--- config.mk ---
export PLATFORM = sky130hd
export DESIGN_NAME = hazard_ctrl
export DESIGN_NICKNAME = d
export VERILOG_FILES = /design/src/rtl/hazard_pkg.sv /design/src/rtl/fwd_unit.sv /design/src/rtl/hazard_ctrl.sv
export SDC_FILE = /design/constraint.sdc
export NUM_CORES = 1
export LEC_CHECK = 0
export ABC_AREA = 1
export BUFFER_PORTS_ARGS = -buffer_cell sky130_fd_sc_hd__buf_4
export CAP_MARGIN = 10
export CORE_ASPECT_RATIO = 1.75
export CORE_MARGIN = 1.5
export CORE_UTILIZATION = 46
export CTS_CLUSTER_DIAMETER = 200
export DETAILED_ROUTE_END_ITERATION = 6
export PLACE_DENSITY = 0.72
export SETUP_SLACK_MARGIN = 0.3
export SLEW_MARGIN = 20
export SYNTH_ARGS = -nofsm -noshare
export SYNTH_HDL_FRONTEND = slang
export SYNTH_SLANG_ARGS = --single-unit
export TNS_END_PERCENT = 20
--- constraint.sdc ---
create_clock -name clk -period 3.2 [get_ports clk]
set_clock_uncertainty 0.2 [all_clocks]
set_input_delay 0.32 -clock clk [delete_from_list [all_inputs] [get_ports clk]]
set_output_delay 0.32 -clock clk [all_outputs]
set_load 0.05 [all_outputs]
--- src/rtl/hazard_pkg.sv ---
// hazard_pkg: shared constants and types for the hazard/stall sequencer.
//   ST_*    : memory-wait FSM state encoding
//   FWD_*   : EX-stage forward mux select codes
//   fwd_sel_t : bundle of all forward selects produced by fwd_unit
package hazard_pkg;

  localparam logic [1:0] ST_RUN      = 2'd0;
  localparam logic [1:0] ST_MEM_WAIT = 2'd1;
  localparam logic [1:0] ST_FAULT    = 2'd2;

  localparam logic [1:0] FWD_RF  = 2'b00;  // register file value
  localparam logic [1:0] FWD_WB  = 2'b01;  // WB-stage result
  localparam logic [1:0] FWD_MEM = 2'b10;  // ALUOutM

  typedef struct packed {
    logic [1:0] ae;  // EX operand A select
    logic [1:0] be;  // EX operand B select
    logic       c;   // ID compare/jr operand Rs from ALUOutM
    logic       d;   // ID compare operand Rt from ALUOutM
  } fwd_sel_t;

endpackage

--- src/rtl/fwd_unit.sv ---
// fwd_unit: purely combinational forwarding selects.
//   in : RsD/RtD (ID sources), RsE/RtE (EX sources), WriteRegM/RegWriteM/MemtoRegM,
//        WriteRegW/RegWriteW
//   out: fwd (ForwardAE/BE 2-bit codes, ForwardC/D 1-bit)
// The MEM stage is younger than WB, so an M match takes precedence over a W match.
// ForwardC/D only take ALUOutM; a load in M has no data yet, hence !MemtoRegM.
module fwd_unit
  import hazard_pkg::*;
#(
  parameter int REG_W = 5
) (
  input  logic [REG_W-1:0] RsD,
  input  logic [REG_W-1:0] RtD,
  input  logic [REG_W-1:0] RsE,
  input  logic [REG_W-1:0] RtE,
  input  logic [REG_W-1:0] WriteRegM,
  input  logic             RegWriteM,
  input  logic             MemtoRegM,
  input  logic [REG_W-1:0] WriteRegW,
  input  logic             RegWriteW,
  output fwd_sel_t         fwd
);

  // Register 0 is hard-wired, so it never matches a producer.
  function automatic logic reg_match(input logic [REG_W-1:0] x, input logic [REG_W-1:0] y);
    return (x != '0) && (x == y);
  endfunction

  function automatic logic [1:0] ex_sel(input logic [REG_W-1:0] src);
    if (RegWriteM && reg_match(WriteRegM, src))      return FWD_MEM;
    else if (RegWriteW && reg_match(WriteRegW, src)) return FWD_WB;
    else                                             return FWD_RF;
  endfunction

  always_comb begin
    fwd    = '0;
    fwd.ae = ex_sel(RsE);
    fwd.be = ex_sel(RtE);
    fwd.c  = RegWriteM && !MemtoRegM && reg_match(WriteRegM, RsD);
    fwd.d  = RegWriteM && !MemtoRegM && reg_match(WriteRegM, RtD);
  end

endmodule

--- src/rtl/hazard_ctrl.sv ---
// hazard_ctrl: hazard/stall sequencer for the 5-stage pipeline.
//   in : clk, rst (async active-low), ID/EX/MEM/WB register indices and control bits,
//        MemReqM/MemReadyM data-memory handshake
//   out: StallF/D/E/M, FlushD/E/W, ForwardAE/BE/C/D, MemTimeout (sticky), StallCnt
// Priority of pipeline control: memory freeze > load-use/branch stall > redirect flush.
module hazard_ctrl
  import hazard_pkg::*;
#(
  parameter int REG_W   = 5,
  parameter int TIMEOUT = 16,
  parameter int CNT_W   = 32
) (
  input  logic             clk,
  input  logic             rst,
  input  logic [REG_W-1:0] RsD,
  input  logic [REG_W-1:0] RtD,
  input  logic             BranchD,
  input  logic             JrD,
  input  logic             JumpD,
  input  logic             PCSrcD,
  input  logic [REG_W-1:0] RsE,
  input  logic [REG_W-1:0] RtE,
  input  logic [REG_W-1:0] WriteRegE,
  input  logic             RegWriteE,
  input  logic             MemtoRegE,
  input  logic [REG_W-1:0] WriteRegM,
  input  logic             RegWriteM,
  input  logic             MemtoRegM,
  input  logic [REG_W-1:0] WriteRegW,
  input  logic             RegWriteW,
  input  logic             MemReqM,
  input  logic             MemReadyM,
  output logic             StallF,
  output logic             StallD,
  output logic             StallE,
  output logic             StallM,
  output logic             FlushD,
  output logic             FlushE,
  output logic             FlushW,
  output logic [1:0]       ForwardAE,
  output logic [1:0]       ForwardBE,
  output logic             ForwardC,
  output logic             ForwardD,
  output logic             MemTimeout,
  output logic [CNT_W-1:0] StallCnt
);

  localparam int WC_W = $clog2(TIMEOUT + 1);

  fwd_sel_t fwd;

  fwd_unit #(.REG_W(REG_W)) u_fwd (
    .RsD       (RsD),
    .RtD       (RtD),
    .RsE       (RsE),
    .RtE       (RtE),
    .WriteRegM (WriteRegM),
    .RegWriteM (RegWriteM),
    .MemtoRegM (MemtoRegM),
    .WriteRegW (WriteRegW),
    .RegWriteW (RegWriteW),
    .fwd       (fwd)
  );

  assign ForwardAE = fwd.ae;
  assign ForwardBE = fwd.be;
  assign ForwardC  = fwd.c;
  assign ForwardD  = fwd.d;

  function automatic logic reg_match(input logic [REG_W-1:0] x, input logic [REG_W-1:0] y);
    return (x != '0) && (x == y);
  endfunction

  // ---------------- hazard detection ----------------
  logic lwstall, brstall;

  always_comb begin
    lwstall = MemtoRegE && RegWriteE &&
              (reg_match(WriteRegE, RsD) || reg_match(WriteRegE, RtD));
    // jr only reads Rs; beq/bne read both. A load in M still cannot feed the
    // ID comparator (only ALUOutM is forwarded), giving the second stall cycle.
    brstall = (BranchD || JrD) &&
              ((RegWriteE && (reg_match(WriteRegE, RsD) ||
                              (BranchD && reg_match(WriteRegE, RtD)))) ||
               (MemtoRegM && (reg_match(WriteRegM, RsD) ||
                              (BranchD && reg_match(WriteRegM, RtD)))));
  end

  // ---------------- memory-wait FSM ----------------
  logic [1:0]      state_q, state_d;
  logic [WC_W-1:0] wait_cnt_q, wait_cnt_d;
  logic            mem_timeout_q, mem_timeout_d;
  logic [CNT_W-1:0] stall_cnt_q, stall_cnt_d;
  logic            freeze;

  always_comb begin
    freeze        = 1'b0;
    state_d       = state_q;
    wait_cnt_d    = wait_cnt_q;
    mem_timeout_d = mem_timeout_q;
    case (state_q)
      ST_RUN: begin
        if (MemReqM && !MemReadyM) begin
          freeze     = 1'b1;
          state_d    = ST_MEM_WAIT;
          wait_cnt_d = WC_W'(1);
        end
      end
      ST_MEM_WAIT: begin
        if (MemReadyM) begin
          // Completion cycle is not frozen: the access retires this edge.
          state_d    = ST_RUN;
          wait_cnt_d = '0;
        end else begin
          freeze = 1'b1;
          if (wait_cnt_q == WC_W'(TIMEOUT)) begin
            state_d       = ST_FAULT;
            mem_timeout_d = 1'b1;
          end else begin
            wait_cnt_d = wait_cnt_q + WC_W'(1);
          end
        end
      end
      ST_FAULT: freeze = 1'b1;  // only reset leaves FAULT
      default:  state_d = ST_RUN;
    endcase
  end

  // ---------------- stall / flush outputs ----------------
  always_comb begin
    StallF = 1'b0;
    StallD = 1'b0;
    StallE = 1'b0;
    StallM = 1'b0;
    FlushD = 1'b0;
    FlushE = 1'b0;
    FlushW = 1'b0;
    if (freeze) begin
      // Whole front of the pipe holds; WB gets a bubble so nothing retires twice.
      StallF = 1'b1;
      StallD = 1'b1;
      StallE = 1'b1;
      StallM = 1'b1;
      FlushW = 1'b1;
    end else if (lwstall || brstall) begin
      StallF = 1'b1;
      StallD = 1'b1;
      FlushE = 1'b1;
    end else begin
      FlushD = PCSrcD || JumpD;
    end
  end

  // Saturating count of StallD cycles.
  always_comb begin
    stall_cnt_d = stall_cnt_q;
    if (StallD && (stall_cnt_q != '1)) stall_cnt_d = stall_cnt_q + CNT_W'(1);
  end

  always_ff @(posedge clk or negedge rst) begin
    if (!rst) begin
      state_q       <= ST_RUN;
      wait_cnt_q    <= '0;
      mem_timeout_q <= 1'b0;
      stall_cnt_q   <= '0;
    end else begin
      state_q       <= state_d;
      wait_cnt_q    <= wait_cnt_d;
      mem_timeout_q <= mem_timeout_d;
      stall_cnt_q   <= stall_cnt_d;
    end
  end

  assign MemTimeout = mem_timeout_q;
  assign StallCnt   = stall_cnt_q;

endmodule
==> results list, run 1 <==
- The flow ran to the end, and the final reports show no timing, DRC or antenna violations.
- Syn Nets: 532
- Final Cycle Share: 81.6%
* TritonCTS Buffers: 5
- The worst setup path is captured at an output pin.
* Number of standard-cell rows in the floorplan: 40
- Clk_lat worst skew: 290 ps
* Clock sink count: 40
- For this run, global-route usage on met2 was measured as 52.1%.
- Area of the mapped netlist: 0.00326 sq mm
- Minimum setup slack after placement: 596 ps
* Number of global-route vias before repair: 3,584
- Post-layout instance count excluding filler cells: 655
- Largest net degree at the start of global routing: 41
* Crit path setup slack, layout: 590 ps
* Clock transition at the register clock pins on the worst setup and hold paths after CTS: 60 ps
- Total power density per cell area: 300 mW/mm^2
- Combinational power share: 11.9%
* Sum of overflow across all layers after global routing: 0
- Maximum achievable frequency: 383 MHz
* # Post-CTS Setup Buffers: 0
* Synth Area per Inst: 6.77 sq um
* Post-route cell area: 0.00418 sq mm
* Fraction of power consumed by the clock network: 47.8%
* Final-stage net count: 621
- Number of levels in the clock H-tree: 2
* Met1 Use GR: 25.8%
- In this run, post-CTS repair resized a total of 0 instances.
- Summing the sequential cell areas from Yosys gives 30.7% of the chip area.
- Per report_power, the sequential group accounts for 40.3% of the total.
* Number of max-cap violations: 0
- By instance count, the leading cell after synthesis is nand2_1.
- met2 is the most crowded layer.
- TritonCTS clock tree: built
- Number of warnings reported in the yosys synthesis log: 0
- The number of placed instances, taps included, is 646.
* Cell area after placement: 0.00400 sq mm
- Critical path start-end classification: primary input to output pin
- The number of hold violations in the final report is 0.
* Number of flops mapped to enable cells by yosys: 0
* Startpoint Class: primary input
- In this run, distinct cell masters in the synthesized netlist total 31.
- Total via count after detailed routing: 3,537
- Setup repair after global routing left no endpoint under its margin.
* First-pass GRT wire length: 16,000 um
- Internal power: 0.000968 W
- Drt drc: 0
- The post-route netlist has 20.5% of its cells at a drive strength greater than 1.
- Synthesis-to-finish area growth: 28.5%
- The final layout contains routed wiring with a total length of 9840 um.
- In the synthesized netlist the async set-or-reset flop fraction comes to 100%.
- Starting DRT DRC Count: 191
* Slew at the pin with the worst max-slew slack: 618 ps
* Avg Vias per Cell: 5.40
- In this run the deepest clock path goes through 2 buffers.
- The number of antenna diodes in the final layout is 0.
- Once detail routing completed, the nets flagged for antenna violations numbered 0.
* Max VDD drop: 0.241 mV
- Post-synth top area share: 30.7%
- Max_slew headroom: 58.4%
- Of all nets on the critical path, the largest fanout is 19.
- Max Transition Viols Final: 0
- Library cell used as clock root buffer: clkbuf_16
* Prevailing post-synth register cell: dfrtp_1
- In this run the horizontal extent of the chip is 66.6 um.
* Worst Min Path Start: MemReadyM
- For this configuration, the core starts out at a cell density of 47.5%.
- Once detailed placement completed, the half-perimeter wirelength came to 7940 um.
- Port bufs: 93
* Net switching power: 0.000288 W
- Final critical path time including I/O delays and setup: 2610 ps
- In this run the static leakage power is 2.20 nW.
- The congestion estimate from routability-driven global placement came to 0.945.
- Final setup violation count: 0
- After detailed routing, the average wire length per cell comes to 15.0 um.
- Reg2Reg Launch Point: StallCnt[1]
* DRT Pass-1 Iters: 4
* CORE AREA: 0.00686 sq mm
* Initial antenna violation count: 0
* Arrival time worst endpoint: 2090 ps
* Switching fraction of total power: 23.0%
- Measured on the finished design, the core utilization comes to 61.0%.
- Post-synth top cells: nand2_1, nand3_1, inv_1
- Counting flops and latches in the post-synthesis netlist gives 40.
- Number of standard cells after synthesis: 481
* Overall track demand over capacity in global routing: 27.4%
- Die height: 114 um
- Number of placed I/O pins: 94
* Synth top area cells: dfrtp_1, nand2_1, xor2_1, nand3_1, inv_1
- Global-route track usage on met3: 4.33%
- Die outline area: 0.00761 sq mm
* Class of the most critical hold timing path: primary input to register
- Worst Path Required: 2680 ps
- In this run the worst setup path begins at WriteRegM[3].
- The biggest area contributor in the post-synthesis netlist is dfrtp_1.
[what timing repair did]
action | in CTS | in global routing
hold buffers | 1 | 0
endpoints found under the hold margin | 40 | 0
setup endpoints to repair | 0 | 0
[logic make-up after synthesis]
group	after synthesis	synth area share, %
DFF	40	30.7
and+or+nand+nor	296	40.9
adders and majority gates	3	1.15
AOI/OAI and AO/OA	20	3.50
xor gates and xnor gates	55	14.8
buffers and inverters	67	8.92
[sequential cells by signal, summed over array words and instances, names as in the netlist]
register,count
StallCnt,32
MemTimeout,1
wait_cnt_q,5
state_q,2
[routing by layer]
metal,vias to the layer above,wire length [um]
li1,1720,-
met1,1636,3390
met2,135,5400
met3,46,426
met4,0,622
met5,-,0
[cell usage in the layout, fill, tap and decap left out]
| cell | synthesis | layout |
|---|---|---|
| nand2_1 | 145 | 145 |
| buf_4 | 3 | 97 |
| nand3_1 | 53 | 53 |
| inv_1 | 51 | 51 |
| nor2_1 | 50 | 50 |
| dfrtp_1 | 40 | 40 |
| xor2_1 | 38 | 38 |
| xnor2_1 | 17 | 17 |
| nor3_1 | 13 | 13 |
| nand4_1 | 13 | 13 |
| nor4_1 | 9 | 9 |
| o21ai_0 | 9 | 9 |
| a21oi_1 | 5 | 5 |
| clkbuf_16 | 0 | 5 |
| nand3_2 | 4 | 4 |
| or2_2 | 3 | 3 |
| ha_1 | 3 | 3 |
| a211oi_1 | 2 | 2 |
| o22ai_1 | 1 | 1 |
| a2111oi_2 | 0 | 1 |
| o2111ai_1 | 1 | 1 |
| o21ai_1 | 1 | 1 |
| nor3_2 | 1 | 1 |
| nor3_4 | 1 | 1 |
| nand4_4 | 1 | 1 |
| nand2_4 | 1 | 1 |
| and2_1 | 1 | 1 |
| nor3b_1 | 1 | 1 |
| clkinv_4 | 0 | 1 |
| bufinv_16 | 0 | 1 |
| clkbuf_8 | 0 | 1 |
| dlygate4sd3_1 | 0 | 1 |
[cell type report]
class / instances / area [sq um]
clock buffers: 6 / 139
clock inverters: 2 / 38.8
fillers: 659 / 2670
inverters: 51 / 191
multi-input cells: 374 / 1970
flip-flops and latches: 40 / 1000
well taps: 84 / 105
repair buffers: 98 / 738
[critical path: stages]
cell and delay [ps]:
buf_4 120, inv_1 150, nand2_1 90, nor2_1 210, nor2_1 90, nand3_1 90
nand2_1 50, nand2_1 50, nand2_1 40, nand2_1 80, nand3_2 360, nor2_1 210
buf_4 220
[power groups by stage]
stage / clock network, W / logic, W / registers [W]
2_1_floorplan: 0 / 0.0000663 / 0.000515
3_3_place_gp: 0 / 0.000147 / 0.000515
3_5_place_dp: 0 / 0.000150 / 0.000515
4_1_cts: 0.000608 / 0.000151 / 0.000506
5_1_grt: 0.000627 / 0.000166 / 0.000505
6_report: 0.000601 / 0.000150 / 0.000506
[path summary, 6_finish.rpt]
path	to	slack [ps]	cells past startpoint
worst min register to register	MemTimeout	280	1
worst min-delay path	wait_cnt_q[3]	110	4
worst max-delay path	FlushD	590	13
worst max register to register	StallCnt[6]	670	12
max in group asynchronous	StallCnt[4]	2060	2
min in group asynchronous	StallCnt[17]	350	2
[metrics by stage]
step	hold slack, ps	setup TNS [ps]	total power (W)
2_1_floorplan	-176	-408	0.000581
3_3_place_gp	125	0	0.000662
3_5_place_dp	141	0	0.000665
4_1_cts	114	0	0.00126
5_1_grt	173	0	0.00130
6_report	109	0	0.00126
(Power assumes the default switching activity.)
==> inputs of run 2 (changes only) <==
--- a/config.mk
+++ b/config.mk
@@ -5,7 +5,7 @@
 export SDC_FILE = /design/constraint.sdc
 export NUM_CORES = 1
 export LEC_CHECK = 0
-export ABC_AREA = 1
+export ABC_AREA = 0
 export BUFFER_PORTS_ARGS = -buffer_cell sky130_fd_sc_hd__buf_4
 export CAP_MARGIN = 10
 export CORE_ASPECT_RATIO = 1.75
@@ -13,7 +13,7 @@
 export CORE_UTILIZATION = 46
 export CTS_CLUSTER_DIAMETER = 200
 export DETAILED_ROUTE_END_ITERATION = 6
-export PLACE_DENSITY = 0.72
+export PLACE_DENSITY = 0.75
 export SETUP_SLACK_MARGIN = 0.3
 export SLEW_MARGIN = 20
 export SYNTH_ARGS = -nofsm -noshare
==> constraint.sdc (replaced) <==
create_clock -name clk -period 2.5 [get_ports clk]
set_clock_uncertainty 0.2 [all_clocks]
set_input_delay 0.25 -clock clk [delete_from_list [all_inputs] [get_ports clk]]
set_output_delay 0.25 -clock clk [all_outputs]
set_load 0.05 [all_outputs]
==> run 2 against run 1 <==
  * Routed wire length down 30%
  * Worst setup slack worse by 420 ps
  * Total power up 60%
  * Sequential share of layout area up 3.0 points
  * Area after synthesis down 21%
  * First-iteration DRC count down 56%
  * Core utilization up 7.4 points
  * Cell count down 29%
  * Design area down 10%
  * Via count down 29%
  * Largest cell class unchanged
==> results list, run 2 <==
* Sequential element share of the synthesized area: 38.7%
- For this run, asynchronously set or reset flops after synthesis account for 100%.
* Worst Min Path Start: MemReadyM
- Synth Area per Inst: 9.33 sq um
- Detailed-route wire length: 6920 um
- Run status: finished clean
- In the synthesized netlist, the cells that appear most often are dfrtp_1, xnor2_1, xor2_1.
- In the routed layout, each cell is associated on average with a via count of 5.42.
- Reg2reg end: StallCnt[1]
* Minimum setup slack after placement: 52.1 ps
- The synthesized design contains 0 enable-type register cells.
- Core occupancy in the finished layout: 68.5%
- Area of the mapped netlist: 0.00258 sq mm
- Clock-pin slew was measured on the worst setup and hold paths at 70 ps.
- The number of hold violations in the final report is 0.
* Clock sink count: 40
* Die height: 102 um
* Initial core utilization: 47.0%
* Met1 Use GR: 21.6%
* Unrepaired setup endpoints after global routing: yes
- Final Cycle Share: 93.2%
- For this run, global-route usage on met3 was measured as 3.67%.
- In the global route stage, met2 resource usage came out at 47.4%.
* Overall track demand over capacity in global routing: 24.1%
- In the post-route analysis, the smallest setup slack over all paths is 170 ps.
- Counting along the longest clock path gives a buffer depth of 2.
- Die outline area: 0.00609 sq mm
* Number of max-cap violations: 0
- Number of unique standard cell types used by synthesis: 40
- In this run the critical register-to-register path is launched from StallCnt[9].
* Synthesis-to-finish area growth: 45.6%
* Worst Path Required: 2480 ps
* Critical path's slowest cell: or4_4
- The number of nets handed over by synthesis was 328.
- From left edge to right edge, the die measures 59.7 um.
- In this run the worst path has a maximum fanout of 6.
- Prevailing post-synth register cell: dfrtp_1
- Weighted congestion reported at the end of routability-driven placement: 0.827
- Leakage component of the power: 1.76 nW
* Clk_lat worst skew: 300 ps
- Data arrives at the worst endpoint at 2300 ps.
- Critical path start-end classification: register to register
* Final HPWL from detailed placement: 5450 um
- The via count of the first global-routing pass came to 2,613.
- First-pass GRT wire length: 11,200 um
- Number of flip-flops in the largest register: 32
- In this design, the stage delay of the slowest critical-path cell is 600 ps.
* Total via count after detailed routing: 2,516
- For this run, the number of Yosys warnings is 0.
* Inst Count DP: 445
- Port bufs: 93
- Once detail routing completed, the nets flagged for antenna violations numbered 0.
- Number of standard cells after synthesis: 277
- Summed over all failing endpoints, the final setup total negative slack is 0 ps.
- Startpoint Class: register
* Worst-case hold path end point: state_q[0]
- CORE AREA: 0.00550 sq mm
* Number of diodes added for antenna fixing: 0
- Library cell used as clock root buffer: clkbuf_8
- Worst setup slack for register-to-register paths: 170 ps
- Final setup violation count: 0
- Number of placed I/O pins: 94
- In this run the worst hold path is classified as primary input to register.
- Number of levels in the clock H-tree: 2
- In this run the power density over the cells is 534 mW/mm^2.
- In the routed design, unresolved DRC markers number 0.
* Post-synthesis register bit count: 40
- Once layout is done, the placed cells without fillers occupy 0.00376 sq mm.
- Maximum achievable frequency: 429 MHz
* Cell area after placement: 0.00352 sq mm
* Cell seen most often among critical-path stages: nand2_4
- Max Transition Viols Final: 0
- Proportion of layout cells with a drive suffix above 1: 40.7%
- Global routing finished with a remaining overflow of 0.
* DRT Pass-1 Iters: 4
* Post-synth top area share: 38.7%
- The worst pin sits at a relative slew slack of 66.4%.
- Library cell with the highest instance count after synthesis: dfrtp_1
- Cell taking the most area after synthesis: dfrtp_1
- Cell count of the worst reg-to-reg path: 6
- Starting DRT DRC Count: 84
- Max VDD drop: 0.352 mV
* Most frequent cells in the layout: buf_4, xnor2_1, xor2_1
* TritonCTS Buffers: 5
- The worst hold path passes through 4 cells.
- In this run the most used layer during global routing was met2.
- STA classifies the critical path endpoint as a register.
- In the final design database the tool counted 438 nets.
* Synth top area cells: dfrtp_1, xnor2_1, xor2_1, nand3_1, nand2_1
* Largest net degree at the start of global routing: 41
- Traced cell by cell, the critical path runs through and4_4, nand2_4, or3_4, or4_4, nand2_4, mux2_4.
* Post-layout instance count excluding filler cells: 464
- The number of antenna violations at the first check in global routing is 0.
- At the pin with the least slew margin, the transition time is 503 ps.
- Post-detailed-route wirelength per cell: 14.9 um
- The library cell used most frequently in the layout, excluding fill and tap cells, is buf_4.
- In this run the core area contains 36 standard-cell rows.
* TritonCTS clock tree: built
- The clock period could shrink to 2330 ps.
[run 2: timing repair]
| action | 4_1_cts | 5_1_grt |
|---|---|---|
| pin swaps | 5 | 3 |
| gates cloned | 1 | 0 |
| resized for setup | 6 | 6 |
| endpoints found under the setup margin | 31 | 39 |
| hold buffers | 1 | 0 |
| hold endpoints to repair | 40 | 0 |
| buffers inserted | 5 | 4 |
[run 2: layer usage]
layer / vias up / wire (um)
met5: - / 0
met1: 1204 / 2200
met3: 21 / 354
met4: 0 / 241
met2: 105 / 4120
li1: 1186 / -
[run 2: critical path: cells and delay by family (launching register included)]
kind / cells / cell delay (ps)
simple gates: 5 / 1370
flops: 1 / 360
mux: 1 / 290
[run 2: final cells by class]
type	count	area, sq um
fill	475	1730
clock inverter	2	35.0
inverter	3	11.3
clock buffer	6	72.6
sequential	40	1010
tap	76	95.1
timing repair buffer	118	912
multi-input combinational	219	1620
[run 2: worst max-delay path by stage]
stage                      start           end  depth (start not counted)
finish               StallCnt[9]   StallCnt[1]                          6
global route         StallCnt[7]  StallCnt[21]                          8
CTS                  StallCnt[7]   StallCnt[1]                          6
detailed placement  WriteRegM[3]        StallF                          7
global placement    WriteRegM[3]        StallF                          7
floorplan            StallCnt[7]   StallCnt[1]                          8
[run 2: cell families after synthesis]
kind of cell               after synthesis  synth area share, %
and+or+nand+nor                        122                 25.6
AOI/OAI and AO/OA                       19                 4.84
muxes                                    1                0.436
DFF                                     40                 38.7
buffers and inverters                   19                 4.16
xor gates and xnor gates                73                 24.7
adders and majority gates                3                 1.45
[run 2: power breakdown]
group	leakage (nW)	internal [W]	switching [W]
combinational	1.18	0.000285	0.000418
sequential	0.527	0.000709	0.0000784
clock	0.0552	0.000296	0.000222
[run 2: through the flow]
| stage | hold WS [ps] | power [W] |
|---|---|---|
| global route | 78.2 | 0.00210 |
| CTS | 65.2 | 0.00199 |
| finish | 65.7 | 0.00201 |
| floorplan | -246 | 0.00124 |
| detailed placement | 55.8 | 0.00146 |
| global placement | 52.7 | 0.00145 |
